<file path="src/rtl/matmul_pkg.sv">
// Shared types and defaults for the systolic matrix-multiplier sequencing controller.
package matmul_pkg;

   localparam int unsigned MM_DATA_WIDTH = 8;
   localparam int unsigned MM_BUS_WIDTH  = 16;
   localparam int unsigned MM_MAX_DIM    = MM_BUS_WIDTH / MM_DATA_WIDTH;
   localparam int unsigned WD_CNT_W      = 16;

   typedef enum logic [1:0] {
      IDLE,
      RUN,
      RESP
   } state_e;

   typedef enum logic [1:0] {
      ERR_OK      = 2'd0,
      ERR_DIM     = 2'd1,
      ERR_TIMEOUT = 2'd2
   } err_e;

   // Dimension fields carry size minus one.
   function automatic logic dim_ok(input logic [1:0] d, input int unsigned max_dim);
      return (32'(d) + 32'd1) <= max_dim;
   endfunction

endpackage

</file>
<file path="src/rtl/matmul_ctrl_watchdog.sv">
// RUN-cycle counter and limit comparator; only instantiated with MATMUL_CTRL_WATCHDOG_EN.
module matmul_ctrl_watchdog #(
   parameter int unsigned CNT_W = 16
) (
   input  logic             clk_i,
   input  logic             rst_ni,
   input  logic             run_i,
   input  logic [CNT_W-1:0] limit_i,
   output logic             timeout_o
);

   logic [CNT_W-1:0] cnt_q;

   always_ff @(posedge clk_i or negedge rst_ni) begin
      if (!rst_ni) begin
         cnt_q <= '0;
      end else if (!run_i) begin
         cnt_q <= '0;
      end else begin
         cnt_q <= cnt_q + 1'b1;
      end
   end

   // Fires during the limit-th RUN cycle, so start is high exactly limit cycles.
   assign timeout_o = run_i && (cnt_q == limit_i - 1'b1);

endmodule

</file>
<file path="src/rtl/matmul_ctrl.sv">
// Sequencing controller for the systolic matrix multiplier.
// Optional RUN watchdog enabled by defining MATMUL_CTRL_WATCHDOG_EN.
module matmul_ctrl
   import matmul_pkg::*;
#(
   parameter  int unsigned DATA_WIDTH    = MM_DATA_WIDTH,
   parameter  int unsigned BUS_WIDTH     = MM_BUS_WIDTH,
   parameter  int unsigned TIMEOUT_SLACK = 4,
   localparam int unsigned MAX_DIM       = BUS_WIDTH / DATA_WIDTH,
   localparam int unsigned ELEMS         = MAX_DIM * MAX_DIM
) (
   input  logic                          clk_i,
   input  logic                          rst_ni,
   input  logic                          cmd_valid_i,
   output logic                          cmd_ready_o,
   input  logic [1:0]                    cmd_n_dim_i,
   input  logic [1:0]                    cmd_k_dim_i,
   input  logic [1:0]                    cmd_m_dim_i,
   input  logic                          cmd_acc_i,
   input  logic [ELEMS*DATA_WIDTH-1:0]   cmd_a_i,
   input  logic [ELEMS*DATA_WIDTH-1:0]   cmd_b_i,
   output logic                          mul_start_o,
   output logic                          mul_mode_bit_o,
   output logic [1:0]                    mul_n_dim_o,
   output logic [1:0]                    mul_k_dim_o,
   output logic [1:0]                    mul_m_dim_o,
   output logic [ELEMS*DATA_WIDTH-1:0]   mul_a_o,
   output logic [ELEMS*DATA_WIDTH-1:0]   mul_b_o,
   output logic [ELEMS*BUS_WIDTH-1:0]    mul_c_o,
   input  logic                          mul_finish_i,
   input  logic [ELEMS*BUS_WIDTH-1:0]    mul_c_i,
   input  logic [ELEMS-1:0]              mul_flags_i,
   output logic                          res_valid_o,
   input  logic                          res_ready_i,
   output logic [ELEMS*BUS_WIDTH-1:0]    res_c_o,
   output logic [ELEMS-1:0]              res_flags_o,
   output logic [1:0]                    res_err_o,
   output logic                          busy_o
);

   state_e                        state_q, state_d;
   logic [1:0]                    n_q, k_q, m_q;
   logic                          acc_q;
   logic [ELEMS*DATA_WIDTH-1:0]   a_q, b_q;
   logic [ELEMS*BUS_WIDTH-1:0]    res_c_q;
   logic [ELEMS-1:0]              res_flags_q;
   err_e                          res_err_q;

   logic dims_ok;
   logic accept, capture, set_timeout;
   logic wd_timeout;

`ifdef MATMUL_CTRL_WATCHDOG_EN
   matmul_ctrl_watchdog #(
      .CNT_W(WD_CNT_W)
   ) u_watchdog (
      .clk_i    (clk_i),
      .rst_ni   (rst_ni),
      .run_i    (state_q == RUN),
      .limit_i  (WD_CNT_W'(n_q) + WD_CNT_W'(k_q) + WD_CNT_W'(m_q)
                 + WD_CNT_W'(3 + TIMEOUT_SLACK)),
      .timeout_o(wd_timeout)
   );
`else
   assign wd_timeout = 1'b0;
`endif

   assign dims_ok = dim_ok(cmd_n_dim_i, MAX_DIM) && dim_ok(cmd_k_dim_i, MAX_DIM)
                 && dim_ok(cmd_m_dim_i, MAX_DIM);

   always_comb begin
      state_d     = state_q;
      accept      = 1'b0;
      capture     = 1'b0;
      set_timeout = 1'b0;
      case (state_q)
         IDLE: begin
            if (cmd_valid_i) begin
               accept  = 1'b1;
               state_d = dims_ok ? RUN : RESP;
            end
         end
         RUN: begin
            // A finish arriving on the limit cycle still wins over the timeout.
            if (mul_finish_i) begin
               capture = 1'b1;
               state_d = RESP;
            end else if (wd_timeout) begin
               set_timeout = 1'b1;
               state_d     = RESP;
            end
         end
         RESP: begin
            if (res_ready_i) state_d = IDLE;
         end
         default: state_d = IDLE;
      endcase
   end

   always_ff @(posedge clk_i or negedge rst_ni) begin
      if (!rst_ni) state_q <= IDLE;
      else         state_q <= state_d;
   end

   always_ff @(posedge clk_i or negedge rst_ni) begin
      if (!rst_ni) begin
         n_q         <= '0;
         k_q         <= '0;
         m_q         <= '0;
         acc_q       <= 1'b0;
         a_q         <= '0;
         b_q         <= '0;
         res_c_q     <= '0;
         res_flags_q <= '0;
         res_err_q   <= ERR_OK;
      end else begin
         if (accept) begin
            n_q   <= cmd_n_dim_i;
            k_q   <= cmd_k_dim_i;
            m_q   <= cmd_m_dim_i;
            acc_q <= cmd_acc_i;
            a_q   <= cmd_a_i;
            b_q   <= cmd_b_i;
            if (!dims_ok) res_err_q <= ERR_DIM;
         end
         if (capture) begin
            res_c_q     <= mul_c_i;
            res_flags_q <= mul_flags_i;
            res_err_q   <= ERR_OK;
         end
         if (set_timeout) res_err_q <= ERR_TIMEOUT;
      end
   end

   // Decoded from the state register so reset drops start without a clock edge.
   assign cmd_ready_o    = (state_q == IDLE);
   assign busy_o         = (state_q != IDLE);
   assign mul_start_o    = (state_q == RUN);
   assign res_valid_o    = (state_q == RESP);
   assign mul_mode_bit_o = acc_q;
   assign mul_n_dim_o    = n_q;
   assign mul_k_dim_o    = k_q;
   assign mul_m_dim_o    = m_q;
   assign mul_a_o        = a_q;
   assign mul_b_o        = b_q;
   assign mul_c_o        = res_c_q;
   assign res_c_o        = res_c_q;
   assign res_flags_o    = res_flags_q;
   assign res_err_o      = res_err_q;

endmodule

</file>
<file path="config.mk">
export PLATFORM = sky130hd
export DESIGN_NAME = matmul_ctrl
export DESIGN_NICKNAME = d
export VERILOG_FILES = /design/src/rtl/matmul_pkg.sv /design/src/rtl/matmul_ctrl_watchdog.sv /design/src/rtl/matmul_ctrl.sv
export SDC_FILE = /design/constraint.sdc
export NUM_CORES = 1
export LEC_CHECK = 0
export ABC_AREA = 1
export CORE_AREA = 2 2 139 141
export CTS_BUF_LIST = sky130_fd_sc_hd__clkbuf_8 sky130_fd_sc_hd__clkbuf_16
export DETAILED_ROUTE_END_ITERATION = 6
export DIE_AREA = 0 0 141 143
export HOLD_SLACK_MARGIN = 0.02
export PLACE_DENSITY = 0.78
export SLEW_MARGIN = 40
export SYNTH_ARGS = -nofsm -noshare
export SYNTH_HDL_FRONTEND = slang
export SYNTH_SLANG_ARGS = --single-unit
</file>
<file path="constraint.sdc">
create_clock -name clk_i -period 1.1 [get_ports clk_i]
set_input_delay 0.22 -clock clk_i [delete_from_list [all_inputs] [get_ports clk_i]]
set_output_delay 0.22 -clock clk_i [all_outputs]
set_load 0.01 [all_outputs]
</file>
[Word level (Yosys, flattened, before mapping)]
Cells that the tools add are included.
Word-level totals
  register bits: 143
  input port bits: 144
  output and inout port bits: 209
  logic and storage cells: 41
Cells by class
  $add $sub $neg: 3
  $lt $le $gt $ge: 3
  equality and inequality tests: 6
  muxes and demuxes: 12
  reductions and logical operators: 7
Operators by type and width (count)
  two-way mux 2 bit: 7
  adder 2 x 1 -> 3 bit, second input constant: 3
  <= comparator 3 x 2 -> 1 bit, second input constant: 3
  != test 2 x 1 -> 1 bit, second input constant: 3
  case mux 2 bit (3 select lines): 1
  two-way mux 1 bit: 4
  nonzero test 2 bit: 2
  AND reduction 3 bit: 1
  == test 2 x 1 -> 1 bit, second input constant: 1
  == test 2 bit, second input constant: 1
  logical AND 1 bit: 2
  logical NOT 2 bit: 1
  != test 2 bit, second input constant: 1
  AND reduction 2 bit: 1

[Depth between registers and ports, before layout]
  depth in word-level cells: 7
  depth in mapped cells: 8
  mapped depth without buffers: 6

[Worst setup path after synthesis]
Ideal clock, no wire load.
  path type: reg-to-reg
  start: reg state_q[1]
  end: reg res_c_q[32] (netlist: mul_c_o[32])
  data arrival time: 1.094 ns
  required time: 0.983 ns
  slack: -0.111 ns
  cell stages (with the launch flop): 9
  path buffers: 2
  period minus slack after synthesis: 1.211 ns
  cell sequence: dfrtp_1 inv_2 nand2_1 nor2_4 inv_2 buf_2 buf_6 nand2_1 nand2_1
Between the ends
  word-level cells in the longest chain between the ends: 2
RTL lines
  start, declared: line matmul_ctrl.sv:41  | state_e state_q, state_d;
  start signal, assigned: line matmul_ctrl.sv:102  | else state_q <= state_d;
  == test 2 x 1 -> 1 bit: line matmul_ctrl.sv:76  | case (state_q)
  two-way mux 1 bit: line matmul_ctrl.sv:76
  end signal, assigned: line matmul_ctrl.sv:127  | res_c_q <= mul_c_i;
  end, declared: line matmul_ctrl.sv:45  | logic [ELEMS*BUS_WIDTH-1:0] res_c_q;
No other way between the ends.
A chain may end at the register's enable or synchronous reset.

[Worst setup path in the final report]
  start: reg state_q[0]
  end: out cmd_ready_o
Between the ends
  word-level cells in the longest chain between the ends: 1
RTL lines
  logical NOT 2 bit: line matmul_ctrl.sv:136  | assign cmd_ready_o = (state_q == IDLE);
  end, declared: line matmul_ctrl.sv:15  | output logic cmd_ready_o,
No other way between the ends.

==> impl_metrics.prom <==
# TYPE chip_impl_metric gauge
chip_impl_info{name="tritoncts_clock_tree",value="yes"} 1
chip_impl_info{name="rsz0062_at_grt",value="true"} 1
chip_impl_metric{name="drtAntennaViolNets",unit=""} 0
chip_impl_metric{name="clock_tree.htree_level_count",unit=""} 4
chip_impl_metric{name="power.share.switching",unit=""} 0.3651
chip_impl_metric{name="ys_ff_latch",unit=""} 142
chip_impl_metric{name="power_per_cell_area",unit="mW/mm^2"} 2592
chip_impl_metric{name="grt_use_met3",unit=""} 0.06237
chip_impl_metric{name="synth_xor_xnor_area_share",unit=""} 0
chip_impl_metric{name="route.final.wire_length",unit="um"} 21190
chip_impl_info{name="yosysMostFrequentCell",value="sky130_fd_sc_hd__nand2_1"} 1
chip_impl_metric{name="dpl_worst_slack",unit="ps"} -339.1
chip_impl_metric{name="synthSimpleGateAreaFrac",unit=""} 0.2771
chip_impl_info{name="critical_setup_path_kind",value="reg2out"} 1
chip_impl_metric{name="fmax",unit="MHz"} 741.6
chip_impl_info{name="top_area_cells_in_the_synthesized_netlist",value="sky130_fd_sc_hd__dfrtp_1, sky130_fd_sc_hd__nand2_1, sky130_fd_sc_hd__buf_4"} 1
chip_impl_metric{name="first_iter_violations",unit=""} 151
chip_impl_metric{name="combPwrFrac",unit=""} 0.461
chip_impl_info{name="synth_top_family_by_area",value="simple AND/OR/NAND/NOR gates"} 1
chip_impl_metric{name="path_buf_inv",unit=""} 1
chip_impl_metric{name="global_route_wire_length_before_repair",unit="um"} 28960
chip_impl_info{name="crit_path_start_kind",value="flip-flop"} 1
chip_impl_metric{name="clock_path_buffers",unit=""} 2
chip_impl_metric{name="ys_types",unit=""} 14
chip_impl_metric{name="insertedDiodeCount",unit=""} 0
chip_impl_metric{name="drv.max_cap_violation_count",unit=""} 0
chip_impl_metric{name="via_count_of_the_first_global_routing_pass",unit=""} 5543
chip_impl_metric{name="switching_power",unit="uW"} 9882
chip_impl_metric{name="route.detailed.wl_per_inst",unit="um"} 16.17
chip_impl_metric{name="layout.nets",unit=""} 1208
chip_impl_metric{name="use_met1",unit=""} 0.2108
chip_impl_info{name="root_buffer",value="sky130_fd_sc_hd__clkbuf_16"} 1
chip_impl_metric{name="floorplan.io_pins",unit=""} 353
chip_impl_metric{name="core.rowCount",unit=""} 50
chip_impl_metric{name="asyncSetResetFlopFracSynth",unit=""} 1.000
chip_impl_metric{name="global_route.overflow_total",unit=""} 0
chip_impl_metric{name="synthesis.nets",unit=""} 824
chip_impl_metric{name="layout-area-overhead-vs-synth",unit="%"} 77.48
chip_impl_metric{name="vdd.ir_drop.worst",unit="mV"} 1.174
chip_impl_info{name="synth_commonest_cells",value="sky130_fd_sc_hd__nand2_1, sky130_fd_sc_hd__dfrtp_1, sky130_fd_sc_hd__buf_4"} 1
chip_impl_metric{name="gp_congestion",unit=""} 0.7892
chip_impl_metric{name="cts-buffers-inserted",unit=""} 17
chip_impl_metric{name="num_vias",unit=""} 5859
chip_impl_metric{name="dpl.hpwl",unit="um"} 13870
chip_impl_info{name="synthDominantAreaCellType",value="sky130_fd_sc_hd__dfrtp_1"} 1
chip_impl_metric{name="drcViolationCount",unit=""} 0
chip_impl_metric{name="netlist_area",unit="mm^2"} 0.005883
chip_impl_metric{name="worstSkewPairLatency",unit="ps"} 410
chip_impl_info{name="setup.worst_path.end_class",value="primary output"} 1
chip_impl_metric{name="finalCritPeriodShare",unit=""} 1.226
chip_impl_metric{name="die_width",unit="um"} 141
chip_impl_metric{name="synth_compound_area_frac",unit=""} 0.003403
chip_impl_info{name="violations",value="negative setup slack"} 1
chip_impl_metric{name="largest_net_degree_at_the_start_of_global_routing",unit=""} 55
chip_impl_metric{name="power.static_leakage",unit="uW"} 0.005671
chip_impl_metric{name="cp_slowest_stage_delay",unit="ps"} 420
chip_impl_metric{name="synth.area.mux_share",unit=""} 0
chip_impl_info{name="critical_path.top_delay_family",value="flip-flops"} 1
chip_impl_metric{name="synthesis.yosys.warnings",unit=""} 0
chip_impl_metric{name="final_layout_size_suffix_gt1_frac",unit=""} 0.3838
chip_impl_metric{name="totalPowerFinal",unit="uW"} 27070
chip_impl_metric{name="clock_power_share",unit=""} 0.207
chip_impl_metric{name="avgViaCountPerCell",unit=""} 4.473
chip_impl_metric{name="initial_antenna_violation_count",unit=""} 0
chip_impl_metric{name="report.final.hold_viol_count",unit=""} 0
chip_impl_info{name="worst_hold_path_type",value="in2async"} 1
chip_impl_metric{name="synthCells",unit=""} 680
chip_impl_metric{name="power_frac_seq",unit=""} 0.332
chip_impl_metric{name="fill_cells",unit=""} 1612
chip_impl_metric{name="synth-edff-count",unit=""} 0
chip_impl_metric{name="clock_sink_count",unit=""} 142
chip_impl_metric{name="drv_slew",unit=""} 0
chip_impl_metric{name="synthDominantCellAreaShare",unit=""} 0.6040
chip_impl_metric{name="post-route-worst-setup-slack",unit="ps"} -248.5
chip_impl_info{name="critical_path.slowest_cell",value="sky130_fd_sc_hd__dfrtp_1"} 1
chip_impl_metric{name="initial_utilization",unit=""} 0.3166
chip_impl_metric{name="int_power",unit="uW"} 17190
chip_impl_metric{name="fin_skew",unit="ps"} 6.750
chip_impl_metric{name="synthAdderAreaFrac",unit=""} 0
chip_impl_metric{name="grt_util_all_layers",unit=""} 0.1835
chip_impl_info{name="postSynth.topFlopCell",value="sky130_fd_sc_hd__dfrtp_1"} 1
chip_impl_metric{name="multi_input_comb_area",unit="mm^2"} 0.001838
chip_impl_metric{name="critical_path_required",unit="ps"} 880
chip_impl_metric{name="core_area",unit="mm^2"} 0.01858
chip_impl_metric{name="arrival",unit="ps"} 1130
chip_impl_metric{name="grt_util_met2",unit=""} 0.3207
chip_impl_metric{name="timing.final.setup_violations",unit=""} 349
chip_impl_info{name="crit_path_cell_trace",value="nor2_2 > buf_2"} 1
chip_impl_info{name="outcome",value="finished with violations"} 1
chip_impl_metric{name="yosysSeqAreaShare",unit=""} 0.6040
chip_impl_info{name="globalRoute.busiestLayer",value="met2"} 1
chip_impl_metric{name="die_area",unit="mm^2"} 0.02016
chip_impl_metric{name="layout_min_cycle_time",unit="ps"} 1348
chip_impl_metric{name="drt-pass1-iter-count",unit=""} 6
chip_impl_metric{name="syn_area_per_cell",unit="um^2"} 8.652
chip_impl_metric{name="placement.io_buffers",unit=""} 351
chip_impl_metric{name="clkTransAtPathRegs",unit="ps"} 60
chip_impl_metric{name="critPathMaxFanout",unit=""} 4
chip_impl_metric{name="dieHeight",unit="um"} 143
chip_impl_metric{name="seq_area",unit="mm^2"} 0.003553
[flip-flops by register name (all words and copies together), names as in the netlist, 2 cells and up]
register and count:
mul_c_o 64, mul_a_o 32, mul_b_o 32, res_flags_o 4, mul_k_dim_o 2, mul_m_dim_o 2, mul_n_dim_o 2, state_q 2
[timing repair]
| action | CTS | global route |
|---|---|---|
| pin swaps | 10 | 38 |
| cloned | 0 | 16 |
| setup endpoints to repair | 349 | 349 |
| hold buffers | 1 | 0 |
| endpoints found under the hold margin | 59 | 0 |
| buffers inserted | 45 | 7 |
| resized for setup | 900 | 104 |
[path summary, 6_finish.rpt]
path                                                  from                         end  slack, ps  cells past startpoint
worst min-delay path                                rst_ni     mul_b_o[15]$_DFFE_PN0P_        280                      2
worst min register to register  res_flags_o[0]$_DFFE_PN0P_  res_flags_o[0]$_DFFE_PN0P_        470                      2
worst max register to register      state_q[0]$_DFFE_PN0P_     mul_b_o[27]$_DFFE_PN0P_       -220                      8
min in group clk_i                               cmd_acc_i  mul_mode_bit_o$_DFFE_PN0P_        340                      3
worst max-delay path                state_q[0]$_DFFE_PN0P_                 cmd_ready_o       -250                      2
max in group asynchronous                           rst_ni      mul_b_o[6]$_DFFE_PN0P_        330                      3
[placed cells by master (no fill, tap or decap), types with 2 or more instances in the layout]
cell type and instances:
sky130_fd_sc_hd__nand2_1 365, sky130_fd_sc_hd__buf_2 157, sky130_fd_sc_hd__clkdlybuf4s50_1 142, sky130_fd_sc_hd__dfrtp_1 142, sky130_fd_sc_hd__buf_6 81, sky130_fd_sc_hd__nand2_2 53, sky130_fd_sc_hd__buf_4 46, sky130_fd_sc_hd__clkbuf_16 29
sky130_fd_sc_hd__buf_12 15, sky130_fd_sc_hd__inv_1 6, sky130_fd_sc_hd__nand2_4 6, sky130_fd_sc_hd__inv_6 6, sky130_fd_sc_hd__buf_8 4, sky130_fd_sc_hd__inv_2 3, sky130_fd_sc_hd__clkinv_4 3, sky130_fd_sc_hd__nor2_1 2
sky130_fd_sc_hd__nor2_4 2, sky130_fd_sc_hd__clkinvlp_4 2
[routing by layer]
metal  vias up  wire [um]
met4         0        521
met5         -          0
met2       305      10910
met1      2775       7953
met3        38       1796
li1       2741          -
[per-stage QoR]
| stage | hold slack [ps] | utilization | cells | TNS, ps | area [um^2] |
|---|---|---|---|---|---|
| floorplan | -75.59 | - | 680 | -7187 | 5948 |
| global placement | 148.3 | 0.5117 | 1210 | -44940 | 9508 |
| detailed placement | 150.4 | 0.5117 | 1210 | -47370 | 9508 |
| CTS | 267.9 | 0.5222 | 1287 | -43410 | 9703 |
| global route | 279.4 | 0.5620 | 1310 | -61930 | 10440 |
| finish | 276.4 | 0.5620 | 1310 | -41840 | 10440 |
[power groups by stage]
stage | clock, uW | sequential, uW | combinational (uW)
6_report | 5600 | 8980 | 12500
4_1_cts | 5750 | 8840 | 11300
2_1_floorplan | 0 | 9850 | 4360
3_3_place_gp | 0 | 9010 | 12200
3_5_place_dp | 0 | 9050 | 12400
5_1_grt | 5970 | 9220 | 13400
[final cells by class]
type / count / share of cell area
clock inverter: 13 / 0.01234
timing repair buffer: 458 / 0.3960
inverter: 10 / 0.005153
multi-input combinational: 435 / 0.1760
sequential: 142 / 0.3403
clock buffer: 18 / 0.04206
tap: 234 / 0.02804
[cells by family (layout without fill, tap and decap cells)]
group | after synthesis | count (layout)
flops | 142 | 142
simple gates | 430 | 430
other cells | 1 | 1
compound gates | 4 | 4
buf+inv | 103 | 499
Power figures use the tool's default switching activity.
